File: src/rtl/rr_arbiter_8_if.sv
// rtl/rr_arbiter_8_if.sv - request/grant bundle between the eight sources, the arbiter and the 8:1 mux
//
// Signals:
//   req          sources -> arbiter   one request bit per source
//   ack          consumer -> arbiter  muxed word consumed
//   selector     arbiter -> mux       index of granted source
//   grant        arbiter -> sources   one-hot copy of selector, zero when idle
//   grant_valid  arbiter -> all       selector/grant valid
//   timeout      arbiter -> all       one-cycle watchdog pulse
// Modports: master = requester/consumer side, slave = arbiter side.

interface rr_arbiter_8_if #(
  parameter int N     = 8,
  parameter int SEL_W = 3
);
  logic [N-1:0]     req;
  logic             ack;
  logic [SEL_W-1:0] selector;
  logic [N-1:0]     grant;
  logic             grant_valid;
  logic             timeout;

  modport master (
    output req, ack,
    input  selector, grant, grant_valid, timeout
  );

  modport slave (
    input  req, ack,
    output selector, grant, grant_valid, timeout
  );
endinterface

File: src/rtl/rr_arbiter_8.sv
// rtl/rr_arbiter_8.sv - round-robin arbiter driving the 3-bit selector of the 16-bit 8:1 data mux
//
// Ports:
//   clk    rising-edge clock
//   rst_n  asynchronous active-low reset
//   bus    rr_arbiter_8_if.slave: req/ack in, selector/grant/grant_valid/timeout out
// All outputs are registered. A grant is held until ack or until the watchdog
// drops it after TIMEOUT unacknowledged cycles.

module rr_arbiter_8 #(
  parameter int N       = 8,
  parameter int SEL_W   = 3,
  parameter int TIMEOUT = 15,
  parameter int CNT_W   = 8
) (
  input  logic           clk,
  input  logic           rst_n,
  rr_arbiter_8_if.slave  bus
);

  typedef enum logic {IDLE, GRANT} state_t;

  state_t           state;
  logic [SEL_W-1:0] ptr;
  logic [CNT_W-1:0] cnt;

  logic [SEL_W-1:0] next_base;
  logic [SEL_W-1:0] idx_idle;
  logic [SEL_W-1:0] idx_next;
  logic             idle_hit;
  logic [SEL_W-1:0] idle_win;
  logic             next_hit;
  logic [SEL_W-1:0] next_win;

  // Two searches run in parallel: one from ptr (used from IDLE) and one from
  // selector+1 (used on ack, so a back-to-back grant sees the updated pointer
  // in the same edge). Scanning from the farthest offset down lets the
  // nearest requester overwrite, giving first-set-bit priority without a break.
  always_comb begin
    next_base = bus.selector + SEL_W'(1);
    idx_idle  = '0;
    idx_next  = '0;
    idle_hit  = 1'b0;
    idle_win  = '0;
    next_hit  = 1'b0;
    next_win  = '0;
    for (int i = N - 1; i >= 0; i--) begin
      idx_idle = ptr + SEL_W'(i);
      idx_next = next_base + SEL_W'(i);
      if (bus.req[idx_idle]) begin
        idle_hit = 1'b1;
        idle_win = idx_idle;
      end
      if (bus.req[idx_next]) begin
        next_hit = 1'b1;
        next_win = idx_next;
      end
    end
  end

  always_ff @(posedge clk or negedge rst_n) begin
    if (!rst_n) begin
      state           <= IDLE;
      ptr             <= '0;
      cnt             <= '0;
      bus.selector    <= '0;
      bus.grant       <= '0;
      bus.grant_valid <= 1'b0;
      bus.timeout     <= 1'b0;
    end else begin
      bus.timeout <= 1'b0;
      case (state)
        IDLE: begin
          if (idle_hit) begin
            bus.selector    <= idle_win;
            bus.grant       <= N'(1) << idle_win;
            bus.grant_valid <= 1'b1;
            cnt             <= '0;
            state           <= GRANT;
          end
        end
        GRANT: begin
          if (bus.ack) begin
            // ack has priority over a watchdog expiry on the same edge
            ptr <= next_base;
            cnt <= '0;
            if (next_hit) begin
              bus.selector <= next_win;
              bus.grant    <= N'(1) << next_win;
            end else begin
              bus.grant       <= '0;
              bus.grant_valid <= 1'b0;
              state           <= IDLE;
            end
          end else if (cnt == CNT_W'(TIMEOUT - 1)) begin
            // Dropped grant still advances the pointer so a stuck source
            // cannot monopolise the mux; no re-grant on this edge.
            ptr             <= next_base;
            cnt             <= '0;
            bus.grant       <= '0;
            bus.grant_valid <= 1'b0;
            bus.timeout     <= 1'b1;
            state           <= IDLE;
          end else begin
            cnt <= cnt + CNT_W'(1);
          end
        end
        default: state <= IDLE;
      endcase
    end
  end

endmodule

File: src/flat_wrapper.sv
// flat-port wrapper written by rule: the top's interface ports become plain ports
module rr_arbiter_8_flat 
#(
  parameter int N       = 8,
  parameter int SEL_W   = 3,
  parameter int TIMEOUT = 15,
  parameter int CNT_W   = 8
)
  (clk, rst_n, bus_req, bus_ack, bus_selector, bus_grant, bus_grant_valid, bus_timeout);
  rr_arbiter_8_if #(.N(N), .SEL_W(SEL_W)) bus_i ();
  input  logic clk;
  input  logic rst_n;
  input wire logic [$bits(bus_i.req)-1:0] bus_req;
  input wire logic [$bits(bus_i.ack)-1:0] bus_ack;
  output wire logic [$bits(bus_i.selector)-1:0] bus_selector;
  output wire logic [$bits(bus_i.grant)-1:0] bus_grant;
  output wire logic [$bits(bus_i.grant_valid)-1:0] bus_grant_valid;
  output wire logic [$bits(bus_i.timeout)-1:0] bus_timeout;
  assign bus_i.req = bus_req;
  assign bus_i.ack = bus_ack;
  assign bus_selector = bus_i.selector;
  assign bus_grant = bus_i.grant;
  assign bus_grant_valid = bus_i.grant_valid;
  assign bus_timeout = bus_i.timeout;
  rr_arbiter_8 #(.N(N), .SEL_W(SEL_W), .TIMEOUT(TIMEOUT), .CNT_W(CNT_W)) u_core (.clk(clk), .rst_n(rst_n), .bus(bus_i));
endmodule
File: config.mk
export PLATFORM = sky130hd
export DESIGN_NAME = rr_arbiter_8_flat
export DESIGN_NICKNAME = d
export VERILOG_FILES = /design/src/rtl/rr_arbiter_8_if.sv /design/src/rtl/rr_arbiter_8.sv /design/src/flat_wrapper.sv
export SDC_FILE = /design/constraint.sdc
export NUM_CORES = 1
export LEC_CHECK = 0
export ABC_AREA = 1
export CAP_MARGIN = 10
export CORE_ASPECT_RATIO = 1.4
export CORE_MARGIN = 3
export CORE_UTILIZATION = 55
export CTS_CLUSTER_DIAMETER = 200
export DETAILED_ROUTE_END_ITERATION = 16
export PLACE_DENSITY = 0.79
export SLEW_MARGIN = 10
export SYNTH_ARGS = -nofsm -noshare
export SYNTH_HDL_FRONTEND = slang
export SYNTH_SLANG_ARGS = --single-unit
File: constraint.sdc
create_clock -name clk -period 5.1 [get_ports clk]
set_clock_uncertainty 0.2 [all_clocks]
set_input_delay 1.275 -clock clk [delete_from_list [all_inputs] [get_ports clk]]
set_output_delay 1.275 -clock clk [all_outputs]
set_load 0.02 [all_outputs]
Word level (Yosys, flattened, before mapping). Index checks and enable logic that the tools add are counted.

Div/mod/pow operators: 0. Equal/unequal tests: 6. Multipliers: 0. Muxes and demuxes: 92. Order comparisons: 16. Reduce and logical (&&, ||, !) cells: 5. Bitwise logic cells: 1. Add/sub/neg operators: 16. Shift operators: 2.

Operators with widths (number): < comparator 3 x 4 -> 1 bit (second input constant) (16); two-way mux 3 bit (21); two-way mux 8 bit (7); binary-select mux 1 bit (select 3 bit) (16); two-way mux 1 bit (43); case mux 8 bit (2 select lines) (2); adder 3 bit (second input constant) (8); << shifter 1 x 3 -> 8 bit (first input constant) (2); adder 3 x 2 -> 3 bit (second input constant) (4); adder 3 x 1 -> 3 bit (second input constant) (3); adder 8 x 1 -> 8 bit (second input constant) (1); == test 8 x 4 -> 1 bit (second input constant) (1); != test 3 bit (second input constant) (2); case mux 3 bit (2 select lines) (1); AND reduction 3 bit (2); != test 2 bit (second input constant) (2); case mux 1 bit (2 select lines) (2); AND reduction 2 bit (2); != test 2 x 1 -> 1 bit (second input constant) (1); nonzero test 2 bit (1); inverter 1 bit (1).

Logic and storage cells: 145. ROM bits: 0. Latch bits: 0. Bits in writable memories: 0. Memories: 0. Input bits: 11. Flip-flop bits (word level): 25. Output and inout port bits: 13.

Longest topological paths before layout. Gate-level depths: netlist (run 1).

Word-level depth: 16. Gate-level depth with buffers: 25. Mapped depth without buffers: 22.

Worst setup path before layout (run 1). Ideal clock, no wire load.

Path kind: input to register. Start point: input bus_req[5]. End point: register u_core.bus.grant_valid. Data required time: 4.777 ns. Setup time: 0.123 ns. Setup slack: 2.323 ns. Buffers on the path: 0. Stages: 13. Arrival: 2.454 ns. Cells stage by stage: nand2_1 -> and2_0 -> nand2_1 -> nand3_1 -> nand2_2 -> nor2_2 -> nand4_2 -> nor2_4 -> inv_2 -> nand3_4 -> inv_1 -> o21ai_0 -> nand2_1.

Cells in the longest elaborated chain, start to end: 12. Elaborated cells between the ends (all ways): 51. Those cells by class: 2 x eq/ne; 48 x mux; 1 x reduce/logical.

Ends and longest elaborated chain: from (decl) (line flat_wrapper.sv:13) `input wire logic [$bits(bus_i.req)-1:0] bus_req;`; binary-select mux 1 bit (select 3 bit), on equally long branches (line rr_arbiter_8.sv:54, rr_arbiter_8.sv:50); two-way mux 1 bit, on equally long branches (9 in a row) (line rr_arbiter_8.sv:54, rr_arbiter_8.sv:50); != test 3 bit (no line) or != test 2 x 1 -> 1 bit (tied branches); AND reduction 3 bit (no line) *; to (signal assigned) (line rr_arbiter_8.sv:68) `bus.grant_valid <= 1'b0;`; to (signal assigned) (line rr_arbiter_8.sv:77) `bus.grant_valid <= 1'b1;`; to (signal assigned) (line rr_arbiter_8.sv:92) `bus.grant_valid <= 1'b0;`; to (decl) (line rr_arbiter_8_if.sv:30) `output selector, grant, grant_valid, timeout`.

Every way passes the cells marked *; elsewhere a longest branch is shown, timed or not. The select of a mux whose other input is x is not followed. A chain may end at the register's enable or synchronous reset.

Final worst setup path (run 1).
Start point: register u_core.bus.selector[0]. End point: register u_core.bus.grant[0].

Cells in the longest elaborated chain, start to end: 16. Elaborated cells between the ends (all ways): 44. Those cells by class: 8 x add/sub; 1 x shift; 35 x mux.

Ends and longest elaborated chain: from (decl) (line rr_arbiter_8_if.sv:30); from (signal assigned) (line rr_arbiter_8.sv:75) `bus.selector <= idle_win;`; from (signal assigned) (line rr_arbiter_8.sv:88) `bus.selector <= next_win;`; adder 3 x 1 -> 3 bit * (line rr_arbiter_8.sv:40) `next_base = bus.selector + SEL_W'(1);`; adder 3 bit (line rr_arbiter_8.sv:49) `idx_next = next_base + SEL_W'(i);`; binary-select mux 1 bit (select 3 bit) (line rr_arbiter_8.sv:54) `if (bus.req[idx_next]) begin`; two-way mux 1 bit (not written as such) (line rr_arbiter_8.sv:54); two-way mux 3 bit (8 in a row) (line rr_arbiter_8.sv:54); << shifter 1 x 3 -> 8 bit (line rr_arbiter_8.sv:89) `bus.grant <= N'(1) << next_win;`; two-way mux 8 bit * (line rr_arbiter_8.sv:87) `if (next_hit) begin`; two-way mux 8 bit * (line rr_arbiter_8.sv:83) `if (bus.ack) begin`; case mux 8 bit (2 select lines) * (line rr_arbiter_8.sv:72) `case (state)`; to (signal assigned) (line rr_arbiter_8.sv:76) `bus.grant <= N'(1) << idle_win;`; to (signal assigned) (line rr_arbiter_8.sv:89); to (decl) (line rr_arbiter_8_if.sv:30).

Marked as above.

==> summary.md, run 1 <==
| Metric | Value |
|---|---|
| Post-CTS resize count | `0` |
| Number of post-CTS setup repair buffers | `0` |
| Final Hold Viols | `0` |
| N_diodes | `0` |
| Fmax achieved | `0.2842 GHz` |
| Largest family of logic cells by synthesized area | `simple AND/OR/NAND/NOR gates` |
| Top FF cell, synth | `dfrtp_1` |
| Share of the synthesized area in the top cell type | `between 20% and 30%` |
| IO Pins | `24` |
| Top cells by area, synth | `nand2_1, dfrtp_1, nand3_1` |
| DR vias/cell | `roughly 5.3` |
| First-pass GRT wire length | `approximately 11000 µm` |
| Hold Path Class | `reg -> reg` |
| CP arrival | `3.54 ns` |
| Critical path's top delay family | `simple AND/OR/NAND/NOR gates` |
| CTS Buf Count | `3` |
| Post-route ant nets | `0` |
| Clk slew on worst S/H paths | `about 0.080 ns` |
| Post-Synth Adder-Cell Area | `2.762%` |
| # hold bufs at CTS | `0` |
| Die Wd | `about 65 µm` |
| Critical path, cell by cell | `inv_6, ha_1, inv_1, nand2_1, nand2_2, nand2_1, nand2_1, nand2_1, nand2_1, inv_2, nand3_1, nand3_1, nand2_1, nand2_1, nand2_1, nand2_2, nor2_1, nand2_1, nand2_1, nand2_1, nand2_1` |
| Final Max Slew Viols | `0` |
| Grt ovf | `0` |
| WL per Instance | `between 10 and 15 µm` |
| CTS H-Tree Depth | `1` |
| Slew HR | `a little over a quarter` |
| Netlist cell types | `37` |
| Area of the die | `approximately 0.006 mm²` |
| Final wirelength | `6417 µm` |
| Die Span Y | `just under 90 µm` |
| I/O Buffers | `23` |
| Post-DP HPWL | `5105 µm` |
| GPL Wtd Cong | `0.9905` |
| Final setup fails | `0` |
| Critical Path Sink Type | `flop` |
| Crit-path most repeated cell | `nand2_1` |
| Req. time, crit path | `between 5 and 6 ns` |
| Number of global-route vias before repair | `2666` |
| Post-synthesis sequential area ratio | `~23%` |
| Crit path buf inv count | `3` |
| Fillers | `~470` |
| DR vias | `roughly 2800` |
| Ys Warns | `0` |
| DRT iter0 DRCs | `between 100 and 150` |
| Synth Cell Area | `between 0.002 and 0.003 mm²` |
| Sink Count | `25` |
| Avg Cell Area, Syn | `between 5 and 6 µm²` |
| Post-synth ARST share | `100.0%` |
| DRC Markers | `0` |
| Mux share of post-synthesis cell area | `0%` |
| Root Driver | `clkbuf_8` |
| Synth Register Bits | `25` |
| Fraction of layout cells with a size suffix above 1 | `about an eighth` |
| CTS tree | `yes` |
| Xor/xnor share of the synthesized area | `about 1.6%` |
| Bufs on Longest Clock Path | `2` |
| CP max FO | `20` |
| Post-synthesis simple-gate area fraction | `approximately 54%` |
| First-pass DRT Iterations | `5` |
| RSZ-0062 raised after global routing | `false` |
| Worst-margin pin slew | `1.102 ns` |
| Area delta synth->final | `9.577%` |
| Startpoint types | `flop` |
| Kind of critical path | `reg -> reg` |
| Final period util | `68.99%` |
| Num rows | `29` |
| Core area | `between 0.004 and 0.005 mm²` |
| Synth Instances | `~460` |
| Cell with the largest stage delay on the worst path | `dfrtp_1` |
| Post-synth EDFFs | `0` |
| Gr usage total | `between 20% and 30%` |
| Syn_nets | `roughly 470` |
| NumNets Final | `about 500` |
| Fraction of the mapped netlist area in compound gates | `about 6.7%` |
| Clk_lat worst skew | `about 0.27 ns` |
| CP max stage delay | `0.79 ns` |
| Initial Util | `between 50% and 60%` |
| Min Tclk post-route | `3.519 ns` |
| Largest net degree at the start of global routing | `26` |
| Post-synth top area cell | `nand2_1` |
| Initial antenna violation count | `0` |
| Max-cap violations | `0` |
| Status | `completed` |
| Post-Route Setup TNS | `0 ns` |
[cell usage in the layout (no fill, tap or decap), types with 3 or more instances in the layout]
cell type,instances
inv_1,46
nor2_4,3
nor2_2,3
nand2_2,19
a21oi_1,12
nand3_1,62
inv_2,10
nand2_4,4
clkbuf_8,3
nand2_1,190
nor2_1,23
ha_1,6
clkdlybuf4s50_1,23
xnor2_1,3
o21ai_0,8
nand3_2,8
o22ai_1,4
dfrtp_1,25
[cells by family after synthesis]
| family | after synthesis |
|---|---|
| simple gates | 319 |
| buf+inv | 70 |
| compound gates | 31 |
| flops | 25 |
| fa+ha+maj | 6 |
| xor+xnor | 5 |
[final timing paths]
| check | from | end | slack [ns] | cells after the start |
|---|---|---|---|---|
| min | u_core.bus.grant[0] | u_core.bus.grant[0] | 0.31 | 2 |
| max reg2reg | u_core.bus.selector[0] | u_core.bus.grant[0] | 1.58 | 21 |
| max | u_core.bus.selector[0] | u_core.bus.grant[0] | 1.58 | 21 |
| min reg2reg | u_core.bus.grant[0] | u_core.bus.grant[0] | 0.31 | 2 |
| min in group asynchronous | rst_n | u_core.bus.grant[5] | 1.39 | 1 |
| max in group asynchronous | rst_n | u_core.cnt[4] | 2.65 | 1 |
[synth_stat cells (2+ instances only)]
cell	count
nand2_4	4
clkinv_1	2
nor2_2	3
a21oi_1	12
o21ai_1	2
nor2_4	3
buf_4	2
nor2_1	23
dfrtp_1	25
xor2_1	2
ha_1	6
nor3_1	2
inv_1	46
o22ai_1	4
nand3_1	62
buf_6	4
xnor2_1	3
o21ai_0	8
buf_2	2
nand2_2	19
inv_2	10
nand3_2	8
nand2_1	190
[stage by stage]
step / util [%] / instance area [µm²] / cells / worst slack, ns / hold WS [ns]
5_1_grt: 64.12 / 2978 / 535 / 1.227 / 0.3164
2_1_floorplan: - / 2718 / 456 / 2.323 / 0.2822
3_3_place_gp: 63.12 / 2932 / 531 / 1.463 / 0.2794
6_report: 64.12 / 2978 / 535 / 1.581 / 0.3058
3_5_place_dp: 63.12 / 2932 / 531 / 1.473 / 0.2687
4_1_cts: 64.12 / 2978 / 535 / 1.629 / 0.2987
[state kept, by name, indices dropped and copies added (netlist names)]
register and flops:
u_core.bus.timeout 1, u_core.state 1, u_core.bus.selector 3, u_core.cnt 8, u_core.ptr 3, u_core.bus.grant_valid 1, u_core.bus.grant 8
[worst reg2reg max path: stages (launching register included)]
cell and delay [ns]:
dfrtp_1 0.79, inv_6 0.14, ha_1 0.48, inv_1 0.31
nand2_1 0.11, nand2_2 0.16, nand2_1 0.09, nand2_1 0.09
nand2_1 0.08, nand2_1 0.11, inv_2 0.06, nand3_1 0.06
nand3_1 0.08, nand2_1 0.08, nand2_1 0.05, nand2_1 0.07
nand2_2 0.08, nor2_1 0.17, nand2_1 0.10, nand2_1 0.07
nand2_1 0.05, nand2_1 0.05
[final cells by class]
cell class,count,area [µm²],area share [%]
multi-input cells,361,1765,59.29
flip-flops and latches,25,625.6,21.01
inverters,60,232.7,7.815
repair buffers,23,230.2,7.731
well taps,62,77.57,2.605
clock buffers,3,41.29,1.387
clock inverters,1,5.005,0.1681
[per-layer routing]
layer	share of wire, %	GRT usage [%]	vias to the layer above
li1	-	-	1464
met1	44	28.92	1269
met2	48	42.12	74
met3	3.7	1.635	21
met4	3.5	10.75	0
met5	0	0	-
Power of run 1 is not shown: default switching activity piles up to over one toggle a cycle in this logic, so the estimate is an artifact.
==> run 2: changes to the inputs <==
Clock period 5.1 ns to 3.55 ns, I/O delays scaled along.
==> run 2 against run 1 <==
Register-to-register slack worse by 1.1 ns. Critical path depth fell by 5. Die area stayed put. Worst setup slack got worse by 1.1 ns. Sequential cell count is the same. Non-clock buffer count rose by 4. Via count shrank 1.6%. First-iteration DRC count rose by 14%. Cell count is 0.75% higher. Hold slack got worse by 0.010 ns. Critical path type unchanged. Highest routed layer unchanged.
==> summary.md, run 2 (same netlist as run 1, synthesis figures left out) <==
| Metric | Value |
|---|---|
| Setup crit end | `u_core.bus.grant[2] (was u_core.bus.grant[0])` |
| Hold Path Class | `reg -> reg (unchanged)` |
| GPL Wtd Cong | `0.9455 (was 0.9905)` |
| Startpoint types | `flop (unchanged)` |
| CTS Buf Count | `3 (unchanged)` |
| DRT iter0 DRCs | `168 (was 147)` |
| Critical Path Sink Type | `flop (unchanged)` |
| Most common cell after layout, fill and taps aside | `nand2_1 (unchanged)` |
| Die Span Y | `89.17 µm (unchanged)` |
| DR vias/cell | `5.165 (was 5.286)` |
| CP arrival | `3.05 ns (was 3.54 ns)` |
| Critical path, cell by cell | `inv_1, ha_1, inv_1, nand3_1, nand3_1, nand2_1, inv_1, nand2_1, nand2_1, nand2_1, nand2_1, nand2_1, nand3_1, a21oi_2, nand3_1, nand3_1 (was inv_6, ha_1, inv_1, nand2_1, nand2_2, nand2_1, nand2_1, nand2_1, nand2_1, inv_2, nand3_1, nand3_1, nand2_1, nand2_1, nand2_1, nand2_2, nor2_1, nand2_1, nand2_1, nand2_1, nand2_1)` |
| Area delta synth->final | `10.68% (was 9.577%)` |
| Number of post-CTS setup repair buffers | `0 (unchanged)` |
| Fmax achieved | `0.3288 GHz (was 0.2842 GHz)` |
| Final Max Slew Viols | `0 (unchanged)` |
| First-pass DRT Iterations | `4 (was 5)` |
| Worst R2R End | `u_core.bus.grant[2] (was u_core.bus.grant[0])` |
| Final wirelength | `6451 µm (was 6417 µm)` |
| Core area | `0.004644 mm² (unchanged)` |
| First-pass GRT wire length | `11440 µm (was 11120 µm)` |
| Crit-path most repeated cell | `nand2_1 (unchanged)` |
| Initial antenna violation count | `0 (unchanged)` |
| Post-DP HPWL | `5150 µm (was 5105 µm)` |
| Most frequent cells in the layout | `nand2_1, nand3_1, inv_1, dfrtp_1 (unchanged)` |
| Post-CTS resize count | `0 (unchanged)` |
| # hold bufs at CTS | `0 (unchanged)` |
| DRC Markers | `0 (unchanged)` |
| CP max FO | `10 (was 20)` |
| Biggest regs | `u_core.bus.grant: 8 flops, u_core.cnt: 8 flops (unchanged)` |
| Die Wd | `65.41 µm (unchanged)` |
| IO Pins | `24 (unchanged)` |
| Bufs on Longest Clock Path | `2 (unchanged)` |
| Slew HR | `64.71% (was 26.30%)` |
| Post-route ant nets | `0 (unchanged)` |
| Worst-margin pin slew | `0.5238 ns (was 1.102 ns)` |
| Sink Count | `25 (unchanged)` |
| Final setup fails | `0 (unchanged)` |
| CP startpoint | `u_core.ptr[1] (was u_core.bus.selector[0])` |
| Reg2reg path depth | `16 (was 21)` |
| DR vias | `2784 (was 2828)` |
| Num rows | `29 (unchanged)` |
| Area of the die | `0.005833 mm² (unchanged)` |
| Status | `completed (unchanged)` |
| Initial Util | `58.51% (unchanged)` |
| Post-Route Setup TNS | `0 ns (unchanged)` |
| Fraction of layout cells with a size suffix above 1 | `12.79% (was 12.05%)` |
| I/O Buffers | `23 (unchanged)` |
| CP max stage delay | `0.55 ns (was 0.79 ns)` |
| RSZ-0062 raised after global routing | `false (unchanged)` |
| CTS tree | `yes (unchanged)` |
| Kind of critical path | `reg -> reg (unchanged)` |
| Max-cap violations | `0 (unchanged)` |
| Final period util | `85.68% (was 68.99%)` |
| RR Startpoint | `u_core.ptr[1] (was u_core.bus.selector[0])` |
| Min Tclk post-route | `3.042 ns (was 3.519 ns)` |
| N_diodes | `0 (unchanged)` |
| Number of global-route vias before repair | `2642 (was 2666)` |
| FF-to-FF setup slack | `0.51 ns (was 1.58 ns)` |
| Grt ovf | `0 (unchanged)` |
| CTS H-Tree Depth | `1 (unchanged)` |
| Final Hold Viols | `0 (unchanged)` |
| Largest net degree at the start of global routing | `26 (unchanged)` |
| Req. time, crit path | `3.56 ns (was 5.12 ns)` |
| Clk_lat worst skew | `0.27 ns (about the same)` |
| Root Driver | `clkbuf_8 (unchanged)` |
| WL per Instance | `11.97 µm (was 11.99 µm)` |
| NumNets Final | `495 (was 491)` |
| Cell with the largest stage delay on the worst path | `dfrtp_1 (unchanged)` |
| Gr usage total | `24.42% (was 23.59%)` |
| Clk slew on worst S/H paths | `0.09 ns (was 0.08 ns)` |
==> run 2: changes by cell type in the layout (fill, tap and decap cells not counted), sizes merged <==
cell	before	now
buf	0	4
==> run 2: worst max-delay path, delay by kind of cell, from the launching register on <==
kind | cells | cell delay, ns
simple gates | 11 | 1.03
flops | 1 | 0.55
fa+ha+maj | 1 | 0.50
buf+inv | 3 | 0.45
compound gates | 1 | 0.27
==> run 2: layout make-up <==
class	count	area, µm²
clock buffers	3	41.29
clock inverters	1	5.005
fillers	477	1637
inverters	60	232.7
multi-input cells	361	1765
flip-flops and latches	25	625.6
well taps	62	77.57
repair buffers	27	260.3
==> run 2: layer usage <==
metal  track usage, %  routed length [µm]
met2            45.81                3259
met4            8.113                 125
met5                0                   0
met1            28.89                2891
met3            2.390                 175
==> run 2: how the worst min path moves through the flow <==
stage                              from                   to  slack (ns)  depth (start not counted)
floorplan                 u_core.cnt[7]        u_core.cnt[7]        0.28                          1
global placement    u_core.bus.grant[0]  u_core.bus.grant[0]        0.28                          2
detailed placement  u_core.bus.grant[0]  u_core.bus.grant[0]        0.27                          2
CTS                 u_core.bus.grant[0]  u_core.bus.grant[0]        0.30                          2
global route        u_core.bus.grant[6]  u_core.bus.grant[6]        0.32                          2
finish              u_core.bus.grant[0]  u_core.bus.grant[0]        0.30                          2
==> run 2: metrics by stage <==
stage	setup slack, ns	hold WS, ns	util, %	cells	area, µm²
finish	0.5084	0.2955	64.76	539	3008
detailed placement	0.3221	0.2670	63.77	535	2962
floorplan	0.8080	0.2822	-	456	2718
global placement	0.3303	0.2787	63.77	535	2962
global route	0.1490	0.3182	64.76	539	3008
CTS	0.5235	0.3004	64.76	539	3008
Power of run 2 is left out for the same reason.
==> run 3: changes to the inputs <==
Settings changed: CTS_CLUSTER_SIZE set to 25.
==> results of run 3 <==
Final layout, timing and power as in run 2 (identical DEF).
Power of run 3 is left out for the same reason.
